$ cat src/rtl/famiclone_detector.sv
// famiclone_detector: grounds CIRAM lines after reset, then classifies the host by comparing PPU A13 with /A13 on read cycles
module famiclone_detector #(
  parameter int INIT_CYCLES        = 15,
  parameter int INIT_BITS          = 4,
  parameter int SAMPLES_PER_PHASE  = 3,
  parameter int SAMPLE_BITS        = 2,
  parameter int MISMATCH_THRESHOLD = 1,
  parameter int TIMEOUT_CYCLES     = 4096,
  parameter int TIMEOUT_BITS       = 13
) (
  input  logic                 m2,
  input  logic                 reset,
  input  logic                 ppu_rd_in,
  input  logic                 ppu_a13,
  input  logic                 ppu_not_a13,
  output logic                 init_finished,
  output logic                 ground_en,
  output logic [1:0]           ciram_mode,
  output logic                 new_dendy,
  output logic                 detect_done,
  output logic                 timeout,
  output logic [SAMPLE_BITS:0] mismatch_count
);
  typedef enum logic [1:0] {INIT, SAMPLE, DONE} state_t;
  localparam logic [INIT_BITS-1:0]    INIT_LOAD = INIT_BITS'(INIT_CYCLES);
  localparam logic [SAMPLE_BITS-1:0]  SPP       = SAMPLE_BITS'(SAMPLES_PER_PHASE);
  localparam logic [SAMPLE_BITS:0]    THR       = (SAMPLE_BITS+1)'(MISMATCH_THRESHOLD);
  localparam logic [TIMEOUT_BITS-1:0] TMO_LAST  = TIMEOUT_BITS'(TIMEOUT_CYCLES-1);
  state_t                  state, state_n;
  logic [INIT_BITS-1:0]    init_cnt, init_n;
  logic [SAMPLE_BITS-1:0]  lo_cnt, lo_n, hi_cnt, hi_n;
  logic [TIMEOUT_BITS-1:0] tmo_cnt, tmo_n;
  logic [SAMPLE_BITS:0]    mm_n;
  logic                    nd_n, to_n, open_c, done_c;
  logic                    rd_s1, rd_s2, rd_prev, rd_fall;
  logic                    a13_s1, a13_s2, na_s1, na_s2;
  assign init_finished = state != INIT;
  assign ground_en     = state == INIT;
  assign detect_done   = state == DONE;
  assign ciram_mode    = ground_en ? 2'b00 : new_dendy ? 2'b01 : 2'b10;
  assign open_c        = (lo_cnt < SPP) && (hi_cnt < SPP);
  always_comb begin
    state_n = state;
    init_n  = init_cnt;
    lo_n    = lo_cnt;
    hi_n    = hi_cnt;
    tmo_n   = tmo_cnt;
    mm_n    = mismatch_count;
    nd_n    = new_dendy;
    to_n    = timeout;
    done_c  = 1'b0;
    if (state == INIT) begin
      init_n  = init_cnt - 1'b1;
      state_n = (init_cnt == INIT_BITS'(1)) ? SAMPLE : INIT;
    end else if (state == SAMPLE) begin
      tmo_n = tmo_cnt + 1'b1;
      if (rd_fall) begin
        mm_n = (open_c && (a13_s2 == na_s2) && (mismatch_count < THR)) ? mismatch_count + 1'b1 : mismatch_count;
        lo_n = (!a13_s2 && lo_cnt < SPP) ? lo_cnt + 1'b1 : lo_cnt;
        hi_n = (a13_s2 && hi_cnt < SPP) ? hi_cnt + 1'b1 : hi_cnt;
        nd_n = new_dendy | (mm_n == THR);
      end
      done_c  = (lo_n == SPP) && (hi_n == SPP);
      to_n    = !done_c && (tmo_n == TMO_LAST);
      state_n = (done_c || to_n) ? DONE : SAMPLE;
    end
  end
  always_ff @(posedge m2 or posedge reset) begin
    if (reset) begin
      state          <= INIT;
      init_cnt       <= INIT_LOAD;
      lo_cnt         <= '0;
      hi_cnt         <= '0;
      tmo_cnt        <= '0;
      mismatch_count <= '0;
      new_dendy      <= 1'b0;
      timeout        <= 1'b0;
      {rd_s1, rd_s2, rd_prev, rd_fall} <= 4'b1110;
      {a13_s1, a13_s2, na_s1, na_s2}   <= 4'b0011;
    end else begin
      state          <= state_n;
      init_cnt       <= init_n;
      lo_cnt         <= lo_n;
      hi_cnt         <= hi_n;
      tmo_cnt        <= tmo_n;
      mismatch_count <= mm_n;
      new_dendy      <= nd_n;
      timeout        <= to_n;
      rd_s1          <= ppu_rd_in;
      rd_s2          <= rd_s1;
      rd_prev        <= rd_s2;
      rd_fall        <= rd_prev & ~rd_s2;
      a13_s1         <= ppu_a13;
      a13_s2         <= a13_s1;
      na_s1          <= ppu_not_a13;
      na_s2          <= na_s1;
    end
  end
endmodule

$ cat config.mk
export PLATFORM = sky130hd
export DESIGN_NAME = famiclone_detector
export DESIGN_NICKNAME = d
export VERILOG_FILES = /design/src/rtl/famiclone_detector.sv
export SDC_FILE = /design/constraint.sdc
export NUM_CORES = 1
export LEC_CHECK = 0
export BUFFER_PORTS_ARGS = -buffer_cell sky130_fd_sc_hd__buf_4
export CAP_MARGIN = 0
export CORE_MARGIN = 8
export CORE_UTILIZATION = 50
export CTS_CLUSTER_DIAMETER = 80
export DETAILED_ROUTE_END_ITERATION = 10
export PLACE_DENSITY_LB_ADDON = 0.08
export SLEW_MARGIN = 20
export SYNTH_ARGS = -nofsm -noshare
export SYNTH_HDL_FRONTEND = slang
export SYNTH_SLANG_ARGS = --single-unit
$ cat constraint.sdc
create_clock -name m2 -period 4.1 [get_ports m2]
set_input_delay 0.82 -clock m2 [delete_from_list [all_inputs] [get_ports m2]]
set_output_delay 0.82 -clock m2 [all_outputs]
set_load 0.02 [all_outputs]
==> metrics.md <==
| Metric | Value |
|---|---|
| Count leader, synth | `dfrtp_1` |
| Clock share of power | `0.160` |
| Buffers inserted by post-CTS timing repair | `0` |
| GRT overflow | `0` |
| CP arrival | `1.53 ns` |
| Tightest Pin Transition | `0.433 ns` |
| Cells after Synth | `147` |
| Num CTS Buffers | `5` |
| Hold Path Class | `reg2reg` |
| Critical path fanouts, max | `6` |
| F_max | `0.426 GHz` |
| Starting Density | `0.512` |
| DIE WIDTH | `74.0 um` |
| CTS sink cnt | `36` |
| Diode count | `0` |
| Flop pwr share | `0.474` |
| Final cycle utilization of the critical path | `0.572` |
| Wire per inst | `13.5 um` |
| Initial DRC count | `39` |
| Slew Limit Fails | `0` |
| First-pass GRT wire length | `4.99 mm` |
| P_int | `0.000766 W` |
| Final Setup Violations | `0` |
| # hold bufs at CTS | `0` |
| Outcome | `finished, final reports clean` |
| Routed wire length | `2.89 mm` |
| Combinational Power Share | `0.366` |
| Area leader, netlist | `dfrtp_1` |
| Placed Instance Area | `1840 sq um` |
| Largest net degree at the start of global routing | `37` |
| Critical path required time | `3.28 ns` |
| Die area | `5480 sq um` |
| Area share of the largest cell type after synthesis | `0.401` |
| Final hold vios | `0` |
| Sequential cell area | `912 sq um` |
| Yosys cell types | `42` |
| Clock buffer depth | `2` |
| I/O Pins | `15` |
| Core area | `3280 sq um` |
| Switching Fraction | `0.386` |
| Final nets | `179` |
| Post-DP HPWL | `2.13 mm` |
| Final worst slack | `1.75 ns` |
| Number of cells upsized or downsized after cts | `0` |
| Total number of vias | `1118` |
| Synthesized cell area | `1680 sq um` |
| NetSw | `0.000481 W` |
| Num rows | `21` |
| Drt first pass iters | `4` |
| Startpoint types | `flip-flop` |
| Chip height | `74.0 um` |
| Post-Place Setup Slack | `2.09 ns` |
| GP Congestion | `0.823` |
| Share of layout cells above drive strength 1 | `0.238` |
| Layout area overhead | `12.9%` |
| Max cap viols | `0` |
| Crit path cell chain | `or2_2 > inv_1 > nor2_1 > buf_4` |
| Final ANT Viol Nets | `0` |
| Synthesized area per cell | `11.4 sq um` |
| Setup TNS | `0 ns` |
| Fillers | `297` |
| Root Driver | `clkbuf_4` |
| Sequential fraction of the synthesis area | `0.542` |
| Slew margin rel. | `0.712` |
| Worst-Skew Late Latency | `0.34 ns` |
| Worst Setup Path Type | `reg2out` |
| Htree depth | `2` |
| Overall Global Routing Usage | `0.119` |
| Clock Skews | `0.00661 ns` |
| Design area | `1900 sq um` |
| Port Buffers | `14` |
| Clk slew on worst S/H paths | `0.11 ns` |
| Yosys reg bits | `36` |
| Period minus WS final | `2.35 ns` |
| Multi-input logic area | `733 sq um` |
| Vias per cell | `5.22` |
| Drc violations | `0` |
| Ys flop type | `dfrtp_1` |
| CTS tree | `done` |
| CP delay by family, top | `flip-flops` |
| Syn. warnings | `0` |
| Crit-path max cell delay | `0.45 ns` |
| Number of global-route vias before repair | `1076` |
| Crit path buf inv count | `2` |
| Post-synth EDFFs | `0` |
| Power Density | `656 nW/um^2` |
| Area contributors post-synth | `dfrtp_1 (40%), dfstp_2 (14%), xnor2_1 (6.2%)` |
| Slowest cell on the critical path | `dfrtp_1` |
| P_leak | `0.875 nW` |
| Share of flip-flops with an asynchronous set or reset | `1.00` |
| CP Capture Type | `output port` |
| Syn nets | `159` |
| Peak supply drop | `0.316 mV` |
| RSZ-0062 raised after global routing | `no` |
| Number of antenna violations at the first check in global routing | `0` |
| Post-synth top cells | `dfrtp_1 (27), nand2_1 (12), xnor2_1 (12)` |
cells in the final DEF, fill, tap and decap left out, types with 2 or more instances in the layout:
| cell type | instances |
|---|---|
| nand3_1 | 3 |
| clkinv_2 | 2 |
| a21oi_1 | 2 |
| inv_1 | 6 |
| dfstp_2 | 9 |
| a21o_1 | 4 |
| and4_1 | 2 |
| clkbuf_4 | 5 |
| ha_1 | 7 |
| buf_4 | 15 |
| mux2_2 | 2 |
| nor3_1 | 4 |
| xor2_1 | 8 |
| o31ai_1 | 3 |
| mux2i_1 | 2 |
| xnor2_1 | 12 |
| dfrtp_1 | 27 |
| nor2_1 | 9 |
| nor2b_1 | 2 |
| nand4_1 | 2 |
| and3_1 | 2 |
| a31oi_1 | 2 |
| nand2b_1 | 4 |
| a211o_1 | 2 |
| nand2_1 | 12 |
power groups by stage:
stage,Clock [W],Sequential [W],Combinational (W)
2_1_floorplan,0,0.000584,0.000338
4_1_cts,0.000208,0.000591,0.000467
6_report,0.000199,0.000591,0.000457
3_3_place_gp,0,0.000588,0.000451
3_5_place_dp,0,0.000598,0.000464
5_1_grt,0.000217,0.000609,0.000517
final timing paths:
path	from	to	slack (ns)	cells past startpoint
worst max register to register	tmo_cnt[0]	state[0]	2.08	5
min in group asynchronous	reset	hi_cnt[0]	0.56	3
worst min-delay path	na_s1	na_s2	0.36	0
worst max-delay path	state[1]	ciram_mode[1]	1.75	4
max in group asynchronous	reset	rd_prev	3.20	3
worst min register to register	na_s1	na_s2	0.36	0
area by class of cell:
| type | count | share of cell area |
|---|---|---|
| inverters | 6 | 0.0119 |
| clock buffers | 6 | 0.0270 |
| multi-input cells | 103 | 0.386 |
| well taps | 46 | 0.0303 |
| clock inverters | 2 | 0.00527 |
| flip-flops and latches | 36 | 0.480 |
| repair buffers | 15 | 0.0593 |
layer usage:
metal	routed length, um	vias to the layer above	GRT usage
met5	0	-	0
met4	82	0	0.0621
met3	184	8	0.0472
met2	1300	25	0.175
met1	1320	539	0.148
li1	-	546	-
registers in the layout (all words and copies together), names as in the netlist, 2 cells and up:
name            count
state               2
init_cnt            4
tmo_cnt            13
mismatch_count      3
hi_cnt              2
lo_cnt              2
through the flow:
stage               total power, W  utilization  cells  hold slack (ns)
global route               0.00134        0.578    214            0.366
floorplan                 0.000922            -    147            0.331
detailed placement         0.00106        0.560    206            0.347
CTS                        0.00127        0.578    214            0.365
global placement           0.00104        0.560    206            0.340
finish                     0.00125        0.578    214            0.363
cells by family after synthesis:
| group | after synthesis | synth area share |
|---|---|---|
| AND/OR/NAND/NOR | 54 | 0.178 |
| flip-flops | 36 | 0.542 |
| XOR/XNOR | 20 | 0.104 |
| AO/OA/AOI/OAI | 18 | 0.0766 |
| buffers and inverters | 8 | 0.0223 |
| adder cells (fa/ha/maj) | 7 | 0.0520 |
| multiplexers | 4 | 0.0253 |
(Power assumes the default switching activity.)
